[src/rtl/opcodes.sv]
// Shared opcode definitions: branch condition selector and the status-flag bit
// positions used by the ALU and the register file.
package opcodes;

  typedef enum logic [2:0] {
    ALWAYS = 3'd0,
    NEVER  = 3'd1,
    EQ     = 3'd2,
    NE     = 3'd3,
    CS     = 3'd4,
    CC     = 3'd5,
    LT     = 3'd6,
    GE     = 3'd7
  } cond_t;

  localparam int FLAG_Z = 0;
  localparam int FLAG_C = 1;
  localparam int FLAG_V = 2;
  localparam int FLAG_N = 3;

endpackage

[src/rtl/cond_eval.sv]
// Branch condition evaluator: decides whether a conditional branch is taken
// from the registered status flags.
module cond_eval
  import opcodes::*;
(
  input  logic [3:0] StatusFlags,
  input  cond_t      Cond,
  output logic       Taken
);

  logic z;
  logic c;
  logic v;
  logic n;

  assign z = StatusFlags[FLAG_Z];
  assign c = StatusFlags[FLAG_C];
  assign v = StatusFlags[FLAG_V];
  assign n = StatusFlags[FLAG_N];

  // Signed less-than is N xor V; the default arm keeps Taken low for any
  // encoding outside the defined set.
  always_comb begin
    Taken = 1'b0;
    case (Cond)
      ALWAYS:  Taken = 1'b1;
      NEVER:   Taken = 1'b0;
      EQ:      Taken = z;
      NE:      Taken = ~z;
      CS:      Taken = c;
      CC:      Taken = ~c;
      LT:      Taken = n ^ v;
      GE:      Taken = ~(n ^ v);
      default: Taken = 1'b0;
    endcase
  end

endmodule

[src/rtl/regfile_flags.sv]
// General register file with write-through bypass, plus the status flag
// register and branch-condition evaluation.
module regfile_flags
  import opcodes::*;
#(
  parameter int NREGS = 8,
  localparam int AW   = $clog2(NREGS)
) (
  input  logic          Clock,
  input  logic          nReset,
  input  logic [AW-1:0] Ra,
  input  logic [AW-1:0] Rb,
  output logic [15:0]   Op1,
  output logic [15:0]   Op2,
  input  logic [AW-1:0] Rw,
  input  logic [15:0]   WData,
  input  logic          WE,
  input  logic [3:0]    AluFlags,
  input  logic          FlagsEn,
  input  cond_t         Cond,
  output logic          Taken,
  output logic [3:0]    StatusFlags
);

  logic [15:0] regs [NREGS];
  logic        write_live;

  // Reset wins over a same-cycle write; registers are plain flops.
  always_ff @(posedge Clock) begin
    if (!nReset) begin
      for (int i = 0; i < NREGS; i++) begin
        regs[i] <= 16'h0000;
      end
    end else if (WE) begin
      regs[Rw] <= WData;
    end
  end

  always_ff @(posedge Clock) begin
    if (!nReset) begin
      StatusFlags <= 4'b0000;
    end else if (FlagsEn) begin
      StatusFlags <= AluFlags;
    end
  end

  // A write that reset will discard must never appear on the read ports.
  assign write_live = WE & nReset;

  assign Op1 = (write_live && (Rw == Ra)) ? WData : regs[Ra];
  assign Op2 = (write_live && (Rw == Rb)) ? WData : regs[Rb];

  cond_eval u_cond_eval (
    .StatusFlags (StatusFlags),
    .Cond        (Cond),
    .Taken       (Taken)
  );

endmodule

[config.mk]
export PLATFORM = sky130hd
export DESIGN_NAME = regfile_flags
export DESIGN_NICKNAME = d
export VERILOG_FILES = /design/src/rtl/opcodes.sv /design/src/rtl/cond_eval.sv /design/src/rtl/regfile_flags.sv
export SDC_FILE = /design/constraint.sdc
export NUM_CORES = 1
export LEC_CHECK = 0
export CORE_UTILIZATION = 55
export CTS_CLUSTER_DIAMETER = 30
export DETAILED_ROUTE_END_ITERATION = 8
export PLACE_DENSITY = 0.84
export SLEW_MARGIN = 20
export SYNTH_ARGS = -nofsm -noshare
export SYNTH_HDL_FRONTEND = slang
export SYNTH_SLANG_ARGS = --single-unit
[constraint.sdc]
create_clock -name Clock -period 2.9 [get_ports Clock]
set_clock_uncertainty 0.15 [all_clocks]
set_input_delay 0.58 -clock Clock [delete_from_list [all_inputs] [get_ports Clock]]
set_output_delay 0.58 -clock Clock [all_outputs]
set_load 0.02 [all_outputs]
==> results of run 1 <==
[layer usage]
metal | GRT usage (%) | wire length (um) | up-vias
met1 | 37.0 | 7700 | 2730
met2 | 55.8 | 12000 | 522
met4 | 21.4 | 1350 | 0
met5 | 0 | 0 | -
li1 | - | - | 2129
met3 | 6.56 | 2540 | 113
[layout make-up]
class                      instances  area (um^2)
tap                              176          220
clock buffer                      19          433
timing repair buffer             156         1620
fill                             767         3630
sequential                       132         3920
multi-input combinational        304         3460
clock inverter                    12          115
inverter                           1         3.75
[per-stage QoR]
step / utilization, % / hold WS [ns] / area, um^2 / TNS, ns
CTS: 72.4 / 0.396 / 9700 / -0.734
global placement: 66.7 / 0.386 / 8940 / -17.59
finish: 72.9 / 0.403 / 9770 / -0.230
floorplan: - / 0.447 / 7670 / 0
global route: 72.9 / 0.460 / 9770 / -0.250
detailed placement: 66.7 / 0.388 / 8940 / -18.47
[cells by family (layout without fill, tap and decap cells)]
| kind of cell | count (synthesis) | after routing | share of synthesized area, % |
|---|---|---|---|
| compound gates | 9 | 9 | 0.701 |
| xor+xnor | 7 | 7 | 0.799 |
| buf+inv | 35 | 188 | 2.67 |
| flops | 132 | 132 | 51.1 |
| mux | 133 | 133 | 32.3 |
| simple gates | 155 | 155 | 12.3 |
[power groups by stage]
stage | combinational (mW) | clock (mW) | sequential, mW
final | 1.00 | 2.04 | 2.30
after global routing | 1.03 | 2.11 | 2.30
after CTS | 0.924 | 2.03 | 2.28
after detailed placement | 0.898 | 0 | 2.31
after global placement | 0.875 | 0 | 2.29
after floorplan | 0.521 | 0 | 2.29
[registers in the layout, indices dropped and copies added (netlist names)]
signal / count
StatusFlags: 4
regs: 128
[tightest hold or removal path: cells and delay by family (launching register included)]
kind	cells	cell delay [ns]
multiplexers	1	0.13
AND/OR/NAND/NOR	1	0.06
flip-flops	1	0.32
[layout by cell type (no fill, tap or decap), drive strengths merged, types with 2 or more instances in the layout]
master         count
and2             130
buf              114
o21ai              6
bufinv             2
clkinv             9
nor3               2
xnor2              6
mux2              65
dfxtp              4
mux4              64
clkdlybuf4s50     28
mux2i              4
edfxtp           128
clkbuf            23
nand2b             4
nand4              2
dlygate4sd2        7
nor2               7
nor2b              7
[path summary, 6_finish.rpt]
check	from	end	cells past startpoint
setup / recovery	Rb[0]	Op2[4]	8
hold / removal	StatusFlags[1]	StatusFlags[1]	2
setup reg to reg	StatusFlags[0]	StatusFlags[0]	2
hold reg to reg	StatusFlags[1]	StatusFlags[1]	2
[what timing repair did]
action                                 4_1_cts  5_1_grt
cloned                                       7        1
resized for setup                          185       60
endpoints found under the hold margin        0        0
setup buffers                               10        6
setup endpoints to repair                   33       21
pin swaps                                    1        1
==> metrics.cfg, run 1 <==
[floorplanning]
pin_count = 73
fp.dieW_um = 120
die_y_um = 120
die_area_um2 = 14400
fp-row-count = 42
coreArea_um2 = 13400
initial_core_util_pct = 57.2

[clocking]
cts-root-buf = clkbuf_16
hold_buffers = 0
cts_buffers = 17
path_clk_slew_ns = 0.06
cts_num_sinks = 132
htree_levels = 4
clock_path_buffers = 2
tritoncts = yes
clkLatencyLatePin_ns = 0.41

[placed_design]
place_congestion = 0.766
pre_cts_ws_ns = -0.606
dp_hpwl_um = 12600
dp_cells = 745
io_buffers = 72

[setup_path]
crit_path_start_kind = primary input
endpoint_kind = output pin
crit_arrival_ns = 2.28
cpMostUsedCell = buf_12
crit_chain = buf_12 > buf_12 > buf_12 > buf_6 > mux4_2 > mux2_4 > mux2_4 > buf_6
cp_num_buf_inv = 5
path_max_fanout = 6
slowest_stage = mux4_2
worstSetupPathType = primary input to output pin
path_delay_family = multiplexers
critPathMaxStageDelay_ns = 0.51
required_ns = 2.17
rrSetupSlack_ns = 2.06

[routing]
wl_um = 23600
postRouteAntennaNets = 0
viasPerCell = 6.87
num_vias = 5494
wl_per_cell_um = 29.5
drtIter0Drc = 681
first_pass_iters = 5
drc_errors = 0

[power]
p_leak_nw = 3.79
p_sw_mw = 1.34
intPower_mw = 4.00
peakVddDrop_uv = 354
pwr-share-clk_pct = 38.2
p_per_area_nw_per_um2 = 547
sequentialPowerShare_pct = 43.1
power.total_mw = 5.34
combPwrFrac_pct = 18.7
switching_share_pct = 25.1

[sta]
fin_ws_ns = -0.112
finalHoldViolCount = 0
slew_headroom_pct = 75.8
rsz0062_at_grt = true
tightest_slew_ns = 0.362
finalCritPeriodShare_pct = 104
slew_violations = 0
period_needed_ns = 3.01
max_freq_mhz = 332
finalSetupViolations = 5

[cells_and_area]
drive_gt1_share_pct = 40.4
antenna_cells = 0
area_delta_synth_final_pct = 27.4
instances_no_fill = 800
nets = 648

[logic_synthesis]
async_flop_share_pct = 0
synthTopCellsByArea = edfxtp_1 50%, mux4_1 21%, and2_1 11%
yosysMostFrequentCell = and2_1
syn_area_um2 = 7670
ys_seq_area_share_pct = 51.1
synth_area_leader_cell = edfxtp_1
yosysUniqueCellTypes = 27
ys_seq_elements = 132
synth_top_area_share_pct = 50.1
syn_area_per_cell_um2 = 16.3
syn_inst = 471
ys_warn_count = 0
synth_commonest_cells = 130 x and2_1, 128 x edfxtp_1, 60 x mux4_1
synth_edf_count = 128
synth-main-ff-cell = edfxtp_1
synth_fp_nets = 507

[global_route]
grt_pass1_vias = 5682
grt_max_degree = 22
grt-ovfl-total = 0
grt_pass1_wl_um = 33100
antenna_found_initial = 0
track_usage_pct = 32.6

[outcome]
violations = negative setup slack
status = finished, violations left

[run]
maxCapViolations = 0

[min_path]
min_path_type = flip-flop to flip-flop

Power figures use the tool's default switching activity.
==> run 2: changes to the inputs <==
CORE_MARGIN = 10   (was default)
==> run 2 against run 1 <==
Net effect: the run still ends with negative setup slack left; die area grew 32%; final area shrank 0.23%; register-to-register slack gained 0.05 ns; global-route usage shrank 10 points; power shrank 1.7%; highest routed layer unchanged; first-iteration DRC count grew 4.7%; critical path type unchanged; clock power shrank 3%.
==> metrics.cfg, run 2 (synthesized netlist as in run 1, its figures left out) <==
[clocking]
cts_buffers = 17  ; unchanged
clkLatencyLatePin_ns = 0.41  ; about the same
cts-root-buf = clkbuf_16
hold_buffers = 0  ; unchanged
clock_path_buffers = 2  ; unchanged
path_clk_slew_ns = 0.05  ; about the same
htree_levels = 4  ; unchanged
cts_num_sinks = 132  ; unchanged
tritoncts = yes

[floorplanning]
coreArea_um2 = 13800  ; +2.8%
die_area_um2 = 19100  ; +32%
initial_core_util_pct = 55.7  ; -1.5 points
die_y_um = 138  ; +15%
pin_count = 73  ; unchanged
fp-row-count = 43  ; +2.4%
fp.dieW_um = 138  ; +15%

[placed_design]
dp_cells = 745  ; unchanged
dp_hpwl_um = 12300  ; -2.0%
place_congestion = 0.779  ; +1.6%
io_buffers = 72  ; unchanged

[global_route]
antenna_found_initial = 1  ; +1
grt_max_degree = 18  ; -18%
track_usage_pct = 22.2  ; -10 points
grt_pass1_wl_um = 32600  ; -1.5%
grt-ovfl-total = 0  ; unchanged
grt_pass1_vias = 5416  ; -4.7%

[power]
peakVddDrop_uv = 343  ; -3.2%
combPwrFrac_pct = 18.8  ; about the same
pwr-share-clk_pct = 37.7  ; -0.5 points
p_per_area_nw_per_um2 = 539  ; -1.5%
switching_share_pct = 25.3  ; +0.16 points
p_leak_nw = 3.76  ; -0.55%
intPower_mw = 3.92  ; -1.9%
sequentialPowerShare_pct = 43.6  ; +0.5 points
p_sw_mw = 1.33  ; -1.1%

[cells_and_area]
largest_reg_flops = 128  ; unchanged
layout_common_cells = 129 x and2_1, 128 x edfxtp_1, 65 x buf_4, 44 x mux2_2, 40 x mux4_2
nets = 645  ; -0.46%
drive_gt1_share_pct = 40.7  ; +0.29 points
area_delta_synth_final_pct = 27.1
largest_register = regs
final_common_cell = and2_1
instances_no_fill = 803  ; +0.38%
utilization_pct = 70.8  ; -2.1 points
reg_top3 = regs x128, StatusFlags x4
fillCellCount = 845  ; +10%

[outcome]
status = finished, violations left
violations = negative setup slack

[sta]
finalSetupViolations = 3  ; -2
hold_ws_ns = 0.401  ; -0.00237 ns
finalHoldViolCount = 0  ; unchanged
fin_ws_ns = -0.0338  ; +0.0777 ns
max_freq_mhz = 341  ; +2.6%
slew_violations = 0  ; unchanged
finalCritPeriodShare_pct = 101  ; -2.7 points
slew_headroom_pct = 77.4  ; +1.6 points
period_needed_ns = 2.93  ; -0.0777 ns
rsz0062_at_grt = true
tightest_slew_ns = 0.338  ; -0.0240 ns

[routing]
postRouteAntennaNets = 0  ; unchanged
first_pass_iters = 6  ; +1
wl_per_cell_um = 27.6  ; -6.4%
num_vias = 5181  ; -5.7%
drtIter0Drc = 713  ; +4.7%
viasPerCell = 6.45  ; -6.0%
drc_errors = 0  ; unchanged
wl_um = 22200  ; -6.0%

[setup_path]
required_ns = 2.17  ; about the same
cpMostUsedCell = buf_12
path_max_fanout = 6  ; unchanged
crit_chain = buf_12 > buf_12 > buf_16 > mux4_2 > mux2_2 > mux2_4 > buf_6
critPathMaxStageDelay_ns = 0.51  ; about the same
endpoint_kind = output pin
worstSetupPathType = primary input to output pin
crit_path_start_kind = primary input
crit_arrival_ns = 2.20  ; -0.08 ns
slowest_stage = mux4_2

[run]
maxCapViolations = 0  ; unchanged

[min_path]
min_path_type = flip-flop to flip-flop

==> run 2: cell types whose count changed in the layout (fill, tap and decap cells not counted), moves of 2 or more <==
cell,before,now
mux2_2,46,44
buf_6,13,9
buf_12,14,21
buf_2,17,15
clkinvlp_4,1,4
buf_4,62,65
clkinv_1,4,2
mux2_4,19,21
==> run 2: layout make-up <==
type / instances / area (um^2) / area share [%]
Tap cell: 180 / 225 / 2.31
Timing Repair Buffer: 153 / 1610 / 16.5
Clock buffer: 18 / 429 / 4.40
Sequential cell: 132 / 3920 / 40.2
Inverter: 1 / 3.75 / 0.0385
Multi-Input combinational cell: 304 / 3450 / 35.4
Antenna cell: 1 / 2.50 / 0.0257
Clock inverter: 14 / 114 / 1.17
==> run 2: worst paths after layout <==
check                                     from  depth (start not counted)             end  slack (ns)
worst max-delay path                     Rb[0]                          7          Op2[5]       -0.03
worst min-delay path            StatusFlags[2]                          2  StatusFlags[2]        0.40
worst max register to register  StatusFlags[3]                          2  StatusFlags[3]        2.11
worst min register to register  StatusFlags[2]                          2  StatusFlags[2]        0.40
==> run 2: critical path: cells and delay by family <==
family | cells | cell delay [ns]
buffers and inverters | 4 | 0.50
multiplexers | 3 | 1.12
==> run 2: through the flow <==
step	setup WS, ns	TNS [ns]	total power [mW]	cell area [um^2]
floorplan	0.188	0	2.81	7670
global placement	-0.577	-17.80	3.18	8990
detailed placement	-0.610	-18.23	3.22	8990
CTS	-0.0857	-0.256	5.17	9700
global route	-0.0529	-0.153	5.39	9750
finish	-0.0338	-0.0565	5.25	9750
==> run 2: what timing repair did <==
item | 4_1_cts | 5_1_grt
cloned | 6 | 0
endpoints found under the setup margin | 33 | 25
pin swaps | 1 | 0
gates resized for setup | 183 | 58
setup buffers | 10 | 9
==> run 2: routing by layer <==
metal | vias to the layer above | global-route usage [%] | wire length (um)
met4 | 0 | 11.7 | 826
met5 | - | 0 | 0
li1 | 2121 | - | -
met1 | 2602 | 25.6 | 8150
met3 | 74 | 4.97 | 1890
met2 | 384 | 37.7 | 11300
==> run 2: power by group through the flow <==
stage / registers (mW) / clock network, mW / logic, mW
finish: 2.29 / 1.98 / 0.986
global route: 2.30 / 2.06 / 1.03
CTS: 2.28 / 1.97 / 0.925
detailed placement: 2.31 / 0 / 0.909
global placement: 2.29 / 0 / 0.893
floorplan: 2.29 / 0 / 0.521
==> run 3: changes to the inputs <==
CORE_UTILIZATION = 60   (was 55)
CTS_BUF_LIST = sky130_fd_sc_hd__clkbuf_8   (was default)
PLACE_DENSITY = 0.83   (was 0.84)
==> run 3 against run 2 <==
Net effect: the flow still finishes with violations (negative setup slack); first-iteration DRC count increased by 36%; final area down 2.0%; highest routed layer unchanged; critical path type unchanged; clock power shrank 31%; cell count is 1.5% lower; maximum frequency shrank 0.72%; wire length is 6.9% higher; register-to-register slack is essentially flat; hold slack worse by 0.020 ns; sequential cell count unchanged; via count increased by 3.3%.
==> metrics.cfg, run 3 (synthesized netlist as in run 1, its figures left out) <==
[floorplanning]
pin_count = 73  ; unchanged
fp.dieW_um = 133  ; -3.6%
fp-row-count = 41  ; -4.7%
coreArea_um2 = 12600  ; -8.7%
initial_core_util_pct = 61.0  ; +5.3 points
die_y_um = 133  ; -3.6%
die_area_um2 = 17700  ; -7.2%

[sta]
finalHoldViolCount = 0  ; unchanged
period_needed_ns = 2.96  ; +0.0214 ns
slew_violations = 0  ; unchanged
max_freq_mhz = 338  ; -0.72%
hold_ws_ns = 0.381  ; -0.0198 ns
fin_ws_ns = -0.0552  ; -0.0214 ns
rsz0062_at_grt = true
tightest_slew_ns = 1.14  ; +0.803 ns
fin_tns_setup_ns = -0.126  ; -0.0697 ns
finalCritPeriodShare_pct = 102  ; +0.74 points
slew_headroom_pct = 23.7  ; -54 points
finalSetupViolations = 7  ; +4

[cells_and_area]
reg_top3 = regs x128, StatusFlags x4
largest_register = regs
stdcell_area_um2 = 9550  ; -2.0%
area_delta_synth_final_pct = 24.5
drive_gt1_share_pct = 39.3  ; -1.4 points
fillCellCount = 723  ; -14%
layout_common_cells = 130 x and2_1, 128 x edfxtp_1, 63 x buf_4, 42 x mux2_2, 35 x mux4_2
nets = 643  ; -0.31%
final_common_cell = and2_1
instances_no_fill = 791  ; -1.5%
largest_reg_flops = 128  ; unchanged

[power]
p_leak_nw = 3.71  ; -1.6%
peakVddDrop_uv = 248  ; -28%
p_per_area_nw_per_um2 = 487  ; -9.6%
power.total_mw = 4.65  ; -11%

[global_route]
track_usage_pct = 26.1  ; +4.0 points
grt_max_degree = 18  ; unchanged
antenna_found_initial = 1  ; unchanged
grt_pass1_wl_um = 34000  ; +4.4%
grt_pass1_vias = 5442  ; +0.48%
grt-ovfl-total = 0  ; unchanged

[setup_path]
worstSetupPathType = primary input to output pin
path_max_fanout = 4  ; -2
crit_path_start_kind = primary input
endpoint_kind = output pin
required_ns = 2.17  ; about the same
crit_arrival_ns = 2.23  ; +0.03 ns

[placed_design]
io_buffers = 72  ; unchanged
placed_area_um2 = 8950  ; -0.42%
place_congestion = 0.828  ; +6.3%
dp_cells = 740  ; -0.67%
dp_hpwl_um = 13000  ; +5.2%

[clocking]
cts_buffers = 17  ; unchanged
path_clk_slew_ns = 0.07  ; +0.02 ns
tritoncts = yes
hold_buffers = 0  ; unchanged
cts_num_sinks = 132  ; unchanged
clock_path_buffers = 2  ; unchanged
htree_levels = 4  ; unchanged
clkLatencyLatePin_ns = 0.43  ; +0.02 ns
cts-root-buf = clkbuf_8

[routing]
wl_um = 23700  ; +6.9%
postRouteAntennaNets = 0  ; unchanged
wl_per_cell_um = 30.0  ; +8.5%
num_vias = 5354  ; +3.3%
first_pass_iters = 5  ; -1
viasPerCell = 6.77  ; +4.9%
drtIter0Drc = 972  ; +36%
drc_errors = 0  ; unchanged

[outcome]
violations = negative setup slack
status = finished, violations left

[min_path]
min_path_type = flip-flop to flip-flop

[run]
maxCapViolations = 0  ; unchanged

## run 3: cell types whose count changed in the layout (fill, tap and decap cells not counted), moves of 2 or more
cell,previous run,this run
buf_2,15,17
clkbuf_16,17,1
buf_16,6,9
mux4_2,40,35
buf_12,21,12
mux2_4,21,23
mux4_1,24,29
clkinv_4,2,0
clkbuf_2,2,0
clkbuf_8,0,17
buf_4,65,63
mux2_2,44,42
## run 3: final cells by class
class                   count  area, um^2  share of cell area, %
clock buffers              17         234                   2.45
multi-input cells         304        3480                   36.4
well taps                 172         215                   2.25
clock inverters            13        96.3                   1.01
diodes                      1        2.50                 0.0262
inverters                   1        3.75                 0.0393
flip-flops and latches    132        3920                   41.1
repair buffers            151        1600                   16.7
## run 3: stage by stage
stage                     util (%)  worst slack (ns)
after global placement        71.2            -0.609
after CTS                     75.8           -0.0351
after detailed placement      71.2            -0.662
final                         76.0           -0.0552
after floorplan                  -             0.188
after global routing          76.0           -0.0778
## run 3: worst paths after layout
path	from	to	slack, ns	cells after the start
worst max-delay path	Rb[0]	Op2[4]	-0.06	8
worst min-delay path	StatusFlags[1]	StatusFlags[1]	0.38	2
worst max register to register	StatusFlags[2]	StatusFlags[2]	2.12	2
worst min register to register	StatusFlags[1]	StatusFlags[1]	0.38	2
## run 3: report_power, final
group          internal [mW]  switching, mW  total (mW)  leakage, nW
clock                  0.647          0.711        1.36        0.165
sequential              2.21         0.0765        2.29         1.26
combinational          0.538          0.463        1.00         2.28
total                   3.40           1.25        4.65         3.71
## run 3: repair_timing
action / CTS / global route
setup endpoints to repair: 33 / 22
gates cloned: 9 / 1
endpoints found under the hold margin: 0 / 0
gates resized for setup: 193 / 47
pin swaps: 1 / 0
buffers inserted: 11 / 0
## run 3: routing by layer
metal	routed length [um]	share of wire (%)	global-route usage, %	vias to the layer above
met2	11800	50	45.6	464
met5	0	0	0	-
met1	8200	35	30.0	2658
li1	-	-	-	2115
met4	1300	5.5	12.8	0
met3	2350	9.9	5.22	117
## run 3: critical path: stages
cell and delay (ns):
buf_12 0.10, buf_12 0.12, buf_12 0.13, buf_6 0.10, mux4_2 0.51, mux2_4 0.28, mux2_4 0.27, buf_6 0.13
